**src/rtl/pipeline_hazard_ctrl_if.sv**
```systemverilog
// rtl/pipeline_hazard_ctrl_if.sv - hazard inputs from ID/EX/MEM and pipeline register enable/flush controls
interface pipeline_hazard_ctrl_if;
    logic [4:0] rs1_ID;
    logic [4:0] rs2_ID;
    logic [4:0] rd_EX;
    logic       mem_read_EX;
    logic       is_mul_EX;
    logic       redirect_MEM;
    logic       pc_en;
    logic       if_id_en;
    logic       id_ex_en;
    logic       ex_mem_en;
    logic       mem_wb_en;
    logic       if_id_flush;
    logic       id_ex_flush;
    logic       ex_mem_flush;

    modport master (
        output rs1_ID, rs2_ID, rd_EX, mem_read_EX, is_mul_EX, redirect_MEM,
        input  pc_en, if_id_en, id_ex_en, ex_mem_en, mem_wb_en,
        input  if_id_flush, id_ex_flush, ex_mem_flush
    );

    modport slave (
        input  rs1_ID, rs2_ID, rd_EX, mem_read_EX, is_mul_EX, redirect_MEM,
        output pc_en, if_id_en, id_ex_en, ex_mem_en, mem_wb_en,
        output if_id_flush, id_ex_flush, ex_mem_flush
    );
endinterface

```
**src/rtl/pipeline_hazard_ctrl.sv**
```systemverilog
// rtl/pipeline_hazard_ctrl.sv - 5-stage pipeline hazard FSM: redirect flush, multi-cycle multiply, load-use stall
module pipeline_hazard_ctrl #(
    parameter int MUL_LAT = 3,
    parameter int CNT_W   = 32
) (
    input  logic                  clk,
    input  logic                  arst_n,
    input  logic                  enable,
    pipeline_hazard_ctrl_if.slave hz,
    output logic [1:0]            state,
    output logic [CNT_W-1:0]      stall_cycles
);
    typedef enum logic [1:0] {
        ST_IDLE = 2'd0,
        ST_RUN  = 2'd1,
        ST_MUL  = 2'd2
    } state_t;

    localparam logic [2:0] MUL_INIT = (MUL_LAT > 1) ? 3'(MUL_LAT - 2) : 3'd0;
    localparam bit         MUL_ON   = (MUL_LAT > 1);

    state_t     st;
    logic [2:0] cnt;
    logic       mul_start;
    logic       load_use;
    logic       stall_inc;

    assign state = st;

    always_comb begin
        load_use  = hz.mem_read_EX && (hz.rd_EX != 5'd0) &&
                    ((hz.rd_EX == hz.rs1_ID) || (hz.rd_EX == hz.rs2_ID));
        mul_start = MUL_ON && hz.is_mul_EX && !hz.redirect_MEM;
    end

    always_comb begin
        hz.pc_en        = 1'b0;
        hz.if_id_en     = 1'b0;
        hz.id_ex_en     = 1'b0;
        hz.ex_mem_en    = 1'b0;
        hz.mem_wb_en    = 1'b0;
        hz.if_id_flush  = 1'b0;
        hz.id_ex_flush  = 1'b0;
        hz.ex_mem_flush = 1'b0;
        if (enable && st != ST_IDLE) begin
            // Multiply stall: hold front end, push bubbles into MEM while EX is busy
            if ((st == ST_RUN && !hz.redirect_MEM && mul_start) ||
                (st == ST_MUL && cnt != 3'd0)) begin
                hz.ex_mem_en    = 1'b1;
                hz.ex_mem_flush = 1'b1;
                hz.mem_wb_en    = 1'b1;
            end else if (st == ST_RUN && !hz.redirect_MEM && load_use) begin
                hz.id_ex_en    = 1'b1;
                hz.id_ex_flush = 1'b1;
                hz.ex_mem_en   = 1'b1;
                hz.mem_wb_en   = 1'b1;
            end else begin
                hz.pc_en     = 1'b1;
                hz.if_id_en  = 1'b1;
                hz.id_ex_en  = 1'b1;
                hz.ex_mem_en = 1'b1;
                hz.mem_wb_en = 1'b1;
                if (st == ST_RUN && hz.redirect_MEM) begin
                    hz.if_id_flush  = 1'b1;
                    hz.id_ex_flush  = 1'b1;
                    hz.ex_mem_flush = 1'b1;
                end
            end
        end
    end

    assign stall_inc = enable && (st != ST_IDLE) && !hz.pc_en;

    always_ff @(posedge clk or negedge arst_n) begin
        if (!arst_n) begin
            st           <= ST_IDLE;
            cnt          <= 3'd0;
            stall_cycles <= '0;
        end else begin
            if (stall_inc && stall_cycles != {CNT_W{1'b1}})
                stall_cycles <= stall_cycles + CNT_W'(1);
            case (st)
                ST_IDLE: begin
                    if (enable)
                        st <= ST_RUN;
                end
                ST_RUN: begin
                    if (!enable) begin
                        st  <= ST_IDLE;
                        cnt <= 3'd0;
                    end else if (mul_start) begin
                        st  <= ST_MUL;
                        cnt <= MUL_INIT;
                    end
                end
                ST_MUL: begin
                    // Dropping enable aborts the multiply; it restarts from scratch later
                    if (!enable) begin
                        st  <= ST_IDLE;
                        cnt <= 3'd0;
                    end else if (cnt == 3'd0) begin
                        st <= ST_RUN;
                    end else begin
                        cnt <= cnt - 3'd1;
                    end
                end
                default: begin
                    st  <= ST_IDLE;
                    cnt <= 3'd0;
                end
            endcase
        end
    end
endmodule

```
**src/flat_wrapper.sv**
```systemverilog
// flat-port wrapper written by rule: the top's interface ports become plain ports
module pipeline_hazard_ctrl_flat 
#(
    parameter int MUL_LAT = 3,
    parameter int CNT_W   = 32
)
  (clk, arst_n, enable, state, stall_cycles, hz_rs1_ID, hz_rs2_ID, hz_rd_EX, hz_mem_read_EX, hz_is_mul_EX, hz_redirect_MEM, hz_pc_en, hz_if_id_en, hz_id_ex_en, hz_ex_mem_en, hz_mem_wb_en, hz_if_id_flush, hz_id_ex_flush, hz_ex_mem_flush);
  pipeline_hazard_ctrl_if hz_i ();
  input  logic clk;
  input  logic arst_n;
  input  logic enable;
  output logic [1:0] state;
  output logic [CNT_W-1:0] stall_cycles;
  input wire logic [$bits(hz_i.rs1_ID)-1:0] hz_rs1_ID;
  input wire logic [$bits(hz_i.rs2_ID)-1:0] hz_rs2_ID;
  input wire logic [$bits(hz_i.rd_EX)-1:0] hz_rd_EX;
  input wire logic [$bits(hz_i.mem_read_EX)-1:0] hz_mem_read_EX;
  input wire logic [$bits(hz_i.is_mul_EX)-1:0] hz_is_mul_EX;
  input wire logic [$bits(hz_i.redirect_MEM)-1:0] hz_redirect_MEM;
  output wire logic [$bits(hz_i.pc_en)-1:0] hz_pc_en;
  output wire logic [$bits(hz_i.if_id_en)-1:0] hz_if_id_en;
  output wire logic [$bits(hz_i.id_ex_en)-1:0] hz_id_ex_en;
  output wire logic [$bits(hz_i.ex_mem_en)-1:0] hz_ex_mem_en;
  output wire logic [$bits(hz_i.mem_wb_en)-1:0] hz_mem_wb_en;
  output wire logic [$bits(hz_i.if_id_flush)-1:0] hz_if_id_flush;
  output wire logic [$bits(hz_i.id_ex_flush)-1:0] hz_id_ex_flush;
  output wire logic [$bits(hz_i.ex_mem_flush)-1:0] hz_ex_mem_flush;
  assign hz_i.rs1_ID = hz_rs1_ID;
  assign hz_i.rs2_ID = hz_rs2_ID;
  assign hz_i.rd_EX = hz_rd_EX;
  assign hz_i.mem_read_EX = hz_mem_read_EX;
  assign hz_i.is_mul_EX = hz_is_mul_EX;
  assign hz_i.redirect_MEM = hz_redirect_MEM;
  assign hz_pc_en = hz_i.pc_en;
  assign hz_if_id_en = hz_i.if_id_en;
  assign hz_id_ex_en = hz_i.id_ex_en;
  assign hz_ex_mem_en = hz_i.ex_mem_en;
  assign hz_mem_wb_en = hz_i.mem_wb_en;
  assign hz_if_id_flush = hz_i.if_id_flush;
  assign hz_id_ex_flush = hz_i.id_ex_flush;
  assign hz_ex_mem_flush = hz_i.ex_mem_flush;
  pipeline_hazard_ctrl #(.MUL_LAT(MUL_LAT), .CNT_W(CNT_W)) u_core (.clk(clk), .arst_n(arst_n), .enable(enable), .hz(hz_i), .state(state), .stall_cycles(stall_cycles));
endmodule
```
**config.mk**
```make
export PLATFORM = sky130hd
export DESIGN_NAME = pipeline_hazard_ctrl_flat
export DESIGN_NICKNAME = d
export VERILOG_FILES = /design/src/rtl/pipeline_hazard_ctrl_if.sv /design/src/rtl/pipeline_hazard_ctrl.sv /design/src/flat_wrapper.sv
export SDC_FILE = /design/constraint.sdc
export NUM_CORES = 1
export LEC_CHECK = 0
export ABC_AREA = 1
export BUFFER_PORTS_ARGS = -buffer_cell sky130_fd_sc_hd__buf_2
export CORE_ASPECT_RATIO = 1.2
export CORE_MARGIN = 8
export CORE_UTILIZATION = 30
export CTS_CLUSTER_SIZE = 14
export DETAILED_ROUTE_END_ITERATION = 10
export GPL_TIMING_DRIVEN = 0
export PLACE_DENSITY = 0.52
export SYNTH_ARGS = -nofsm -noshare
export SYNTH_HDL_FRONTEND = slang
export SYNTH_SLANG_ARGS = --single-unit
```
**constraint.sdc**
```tcl
create_clock -name clk -period 2 [get_ports clk]
set_input_delay 0.2 -clock clk [delete_from_list [all_inputs] [get_ports clk]]
set_output_delay 0.2 -clock clk [all_outputs]
set_load 0.005 [all_outputs]
```
---- Word level (Yosys, flattened, before mapping) ----
Index checks and enable logic that the tools add are counted.
cells by class
  multiply operators ...................... 0
  div/mod/pow operators ................... 0
  add/subtract/negate cells ............... 2
  order comparisons ....................... 0
  bitwise gates (word level) .............. 1
  equality and inequality tests ........... 9
  reductions and logical operators ........ 22
  multiplexer cells ....................... 26
  shifts and indexed selects .............. 0
operators with widths
  operator                                                count
  adder 32 x 1 -> 32 bit (second input constant)          1
  inequality test 32 bit (second input constant)          1
  2-to-1 mux 1 bit                                        15
  2-to-1 mux 3 bit                                        4
  logical AND 1 bit                                       11
  == test 5 bit                                           2
  2-to-1 mux 2 bit                                        5
  one-hot mux 3 bit (3 select lines)                      1
  inequality test 3 bit (second input constant)           2
  one-hot mux 2 bit (3 select lines)                      1
  AND reduction 3 bit                                     2
  nonzero test 5 bit                                      1
  zero test 3 bit                                         1
  inequality test 3 x 2 -> 1 bit (second input constant)  1
  nonzero test 3 bit                                      1
  subtractor 3 x 1 -> 3 bit (second input constant)       1
  == test 2 x 1 -> 1 bit (second input constant)          1
  == test 2 bit (second input constant)                   1
  zero test 1 bit                                         2
  zero test 2 bit                                         1
  logical OR 1 bit                                        2
  inequality test 2 bit (second input constant)           1
  nonzero test 2 bit                                      1
  inverter 1 bit                                          1
word-level totals
  bits in writable memories ............... 0
  output and inout port bits .............. 42
  memory bits (read-only) ................. 0
  bits in latches ......................... 0
  flip-flop bits (word level) ............. 37
  input port bits ......................... 21
  memories ................................ 0
  word-level logic and storage cells ...... 63

---- Logic depth before layout (Yosys ltp) ----
  depth in word-level cells ............... 10
  mapped depth ............................ 13
  mapped depth without buffers ............ 11

---- Worst setup path before layout ----
Ideal clock, no wire load.
  kind .................................... register to output
  start point ............................. reg u_core.st[1] (netlist: u_core.state[1])
  end point ............................... out hz_pc_en
  path buffers ............................ 3
  setup slack ............................. 0.200 ns
  stages on the path, launching flop included .. 11
  required time ........................... 1.800 ns
  arrival ................................. 1.600 ns
  cell sequence ........................... dfrtp_1 > inv_1 > ha_1 > nand3_1 > o21ai_0 > inv_1 > nand2_2 > buf_4 > buf_4 > nor2_1 > buf_4
on the way
  longest elaborated chain between the ends .. 6
  elaborated cells on any way between the ends .. 12
  classes of those cells .................. 2 x eq/ne; 3 x mux; 7 x reduce/logical
RTL lines
  element                                               line                                                    source
  start, declared                                       pipeline_hazard_ctrl.sv:22                              state_t st;
  start signal, assigned                                pipeline_hazard_ctrl.sv:76                              st <= ST_IDLE;
  start signal, assigned                                pipeline_hazard_ctrl.sv:85                              st <= ST_RUN;
  start signal, assigned                                pipeline_hazard_ctrl.sv:89                              st <= ST_IDLE;
  == test 2 x 1 -> 1 bit                                pipeline_hazard_ctrl.sv:47, pipeline_hazard_ctrl.sv:52
  logical AND 1 bit                                     pipeline_hazard_ctrl.sv:47, pipeline_hazard_ctrl.sv:52
  logical AND 1 bit (on tied branches)                  pipeline_hazard_ctrl.sv:52, pipeline_hazard_ctrl.sv:47
  2-to-1 mux 1 bit or logical OR 1 bit (tied branches)  n/a
  2-to-1 mux 1 bit                                      n/a
  2-to-1 mux 1 bit *                                    n/a
  end, declared                                         flat_wrapper.sv:20                                      output wire logic [$bits(hz_i.pc_en)-1:0] hz_pc_en;
Mark *: on every way between the ends. The rest lies on a longest branch, timed or not.

---- Worst setup path after layout ----
  start point ............................. reg u_core.stall_cycles[0]
  end point ............................... reg u_core.stall_cycles[25]
on the way
  longest elaborated chain between the ends .. 2
  elaborated cells on any way between the ends .. 3
  classes of those cells .................. 1 x add/sub; 1 x eq/ne; 1 x reduce/logical
RTL lines
  element                                                         line                        source
  start, declared                                                 pipeline_hazard_ctrl.sv:11  output logic [CNT_W-1:0] stall_cycles
  start signal, assigned                                          pipeline_hazard_ctrl.sv:81  stall_cycles <= stall_cycles + CNT_W'(1);
  branches (longest 2 deep; another with adder 32 x 1 -> 32 bit)  n/a
Several ways; the timed one is not identified.
A chain may end at the register's enable or synchronous reset.

==> metrics.md <==
| Metric | Value |
|---|---|
| Outcome | finished, final reports clean |
| Internal power | 1.79 mW |
| Clk slew on worst S/H paths | 0.06 ns |
| Syn Inst Count | 474 |
| Row count | 40 |
| Final worst slack | 0.127 ns |
| Routed WL | 9190 um |
| Post-route cell area | 0.00370 mm^2 |
| Via density | 4.61 |
| Hold WC Path Type | in -> async |
| DRC | 0 |
| Buffers added on ports | 62 |
| Vias | 3119 |
| Post-layout min period | 1.87 ns |
| First-pass GRT wire length | 15200 um |
| Largest net degree at the start of global routing | 38 |
| CTS Buf Count | 5 |
| Main area contributors after synthesis | dfrtp_1 31%, nand2_1 22%, inv_1 8.7% |
| CTS Buffer Depth | 2 |
| Slew Viols, Final | 0 |
| Antenna violations before repair | 0 |
| Yosys cell types | 25 |
| Syn Nets | 502 |
| CTS tree | yes |
| Post-DR wirelength/cell | 13.6 um |
| Commonest non-fill, non-tap cell in the layout | nand2_1 |
| Starting density of the core | 0.303 |
| Sequential element share of the synthesized area | 0.310 |
| Layout cells sized above 1 | 0.212 |
| Crit-path slowest cell | dfrtp_1 |
| Comb pwr share | 0.437 |
| RSZ-0062 raised after global routing | true |
| Clock root buffer | clkbuf_16 |
| Top cell type's share of synthesized area | 0.310 |
| Startpoint types | flip-flop |
| Buf/Inv on CP | 2 |
| Clk pwr share | 0.263 |
| H-tree depth | 2 |
| Final period util | 0.937 |
| Post-Syn Area | 0.00298 mm^2 |
| Layout Nets | 578 |
| Seq cells post-synth | 37 |
| Final Skew | 0.00844 ns |
| Worst-margin pin slew | 0.861 ns |
| Routability congestion estimate from global placement | 0.912 |
| Skew-Pair Late Insertion Delay | 0.28 ns |
| Critical path class | reg -> reg |
| Area delta synth->final | 24.2% |
| DP Wirelength | 7190 um |
| Most frequent cells in the layout | 177 x nand2_1, 66 x buf_2, 65 x inv_1 |
| Mean Syn Cell Area | 6.29 um^2 |
| CP arrival | 2.04 ns |
| WP data required | 2.17 ns |
| Sequential power share | 0.300 |
| Sw Share | 0.393 |
| MaxCap Viol Count | 0 |
| CP Max Fanout | 10 |
| Pre-Repair DR Iteration Count | 4 |
| GRT Resource Usage Total | 0.139 |
| Fill cell count | 1066 |
| GRT overflow | 0 |
| CTS Hold Buffers Added | 0 |
| # IOs | 63 |
| Net Switching | 1.16 mW |
| Element type at the critical path end | flip-flop |
| ANT cells | 0 |
| Peak supply drop | 0.433 mV |
| P_leak | 1.98 nW |
| Die W | 107 um |
| ANT nets after route | 0 |
| Iter 0 DRT Violations | 116 |
| Die Y | 125 um |
| Placed inst area | 0.00345 mm^2 |
| Die area | 0.0134 mm^2 |
| Post-synth top area cell | dfrtp_1 |
| CP top delay family | simple AND/OR/NAND/NOR gates |
| CP Cell Sequence | ha_1 > nand3_2 > inv_1 > nand2_2 > nor2_4 > nand3_4 > buf_2 > nand4_1 > nand2_1 |
| FMAX | 534 MHz |
| Finish-stage setup viols | 0 |
| Vias in the first global route | 3123 |
| Synth warnings | 0 |
| Final hold vios | 0 |
| CP max stage delay | 0.41 ns |
| Relative slew slack | 0.426 |
| CORE AREA | 0.00986 mm^2 |
| CTS Sinks | 37 |
| Post-place setup slack | -0.136 ns |
| P per Cell Area | 796 mW/mm^2 |
==> synth_stat cells <==
master / instances
nand2_1: 177
inv_1: 69
nor2_1: 60
dfrtp_1: 37
nand4_1: 37
nand3_1: 22
xor2_1: 9
buf_4: 7
ha_1: 7
buf_2: 6
nand3b_1: 6
nor3_1: 5
xnor2_1: 5
nor2_2: 4
o21ai_0: 4
a21oi_1: 3
nand2_2: 3
buf_6: 2
inv_2: 2
nand3_2: 2
nand3_4: 2
o31ai_1: 2
a31oi_1: 1
nor2_4: 1
o211ai_1: 1
==> flip-flops by register name, indices dropped and copies added (netlist names) <==
register,flops
u_core.cnt,3
u_core.stall_cycles,32
u_core.state,2
==> through the flow <==
step	utilization	hold slack [ns]	TNS (ns)	power (mW)	instances
floorplan	-	-0.0956	0	1.60	474
global placement	0.350	0.373	-0.309	1.97	662
detailed placement	0.350	0.380	-0.426	1.99	662
CTS	0.376	0.0813	0	2.98	677
global route	0.376	0.123	-0.0298	3.15	677
finish	0.376	0.0216	0	2.95	677
==> kinds of logic (layout without fill, tap and decap cells) <==
family                     after synthesis  count (layout)  share of synthesized area
DFF                                     37              37                      0.310
AOI/OAI and AO/OA                       11              11                     0.0214
buffers and inverters                   86             163                      0.125
xor gates and xnor gates                14              14                     0.0411
adders and majority gates                7               7                     0.0294
and+or+nand+nor                        319             319                      0.473
==> cell type report <==
class,instances,area (um^2),share of cell area
multi-input cells,351,1730,0.468
well taps,126,158,0.0426
plain buffers,13,103,0.0277
clock inverters,2,10.0,0.00270
clock buffers,6,129,0.0348
flip-flops and latches,37,927,0.250
inverters,71,267,0.0719
repair buffers,71,378,0.102
==> power groups by stage <==
stage,logic (mW),clock network [mW],registers [mW]
6_report,1.29,0.774,0.886
3_3_place_gp,1.08,0,0.896
5_1_grt,1.44,0.814,0.897
4_1_cts,1.30,0.794,0.885
2_1_floorplan,0.713,0,0.889
3_5_place_dp,1.10,0,0.897
==> layer usage <==
layer	vias up	track usage	wire [um]
met5	-	0	0
met2	64	0.251	4630
met4	0	0.0365	119
met3	8	0.0283	445
li1	1631	-	-
met1	1416	0.160	4000
==> timing repair <==
item,CTS,global route
setup buffers,7,2
pin swaps,1,6
setup endpoints to repair,9,12
gates resized for setup,19,5
==> final timing paths <==
| check | from | endpoint | slack, ns | cells after the start |
|---|---|---|---|---|
| min in group clk | enable | u_core.state[1]$_DFFE_PN0P_ | 0.27 | 3 |
| setup / recovery | u_core.stall_cycles[0]$_DFFE_PN0P_ | u_core.stall_cycles[25]$_DFFE_PN0P_ | 0.13 | 9 |
| setup reg to reg | u_core.stall_cycles[0]$_DFFE_PN0P_ | u_core.stall_cycles[25]$_DFFE_PN0P_ | 0.13 | 9 |
| hold reg to reg | u_core.stall_cycles[1]$_DFFE_PN0P_ | u_core.stall_cycles[1]$_DFFE_PN0P_ | 0.53 | 2 |
| hold / removal | arst_n | u_core.stall_cycles[7]$_DFFE_PN0P_ | 0.02 | 1 |
| max in group asynchronous | arst_n | u_core.state[0]$_DFFE_PN0P_ | 1.39 | 1 |
(Power assumes the default switching activity.)
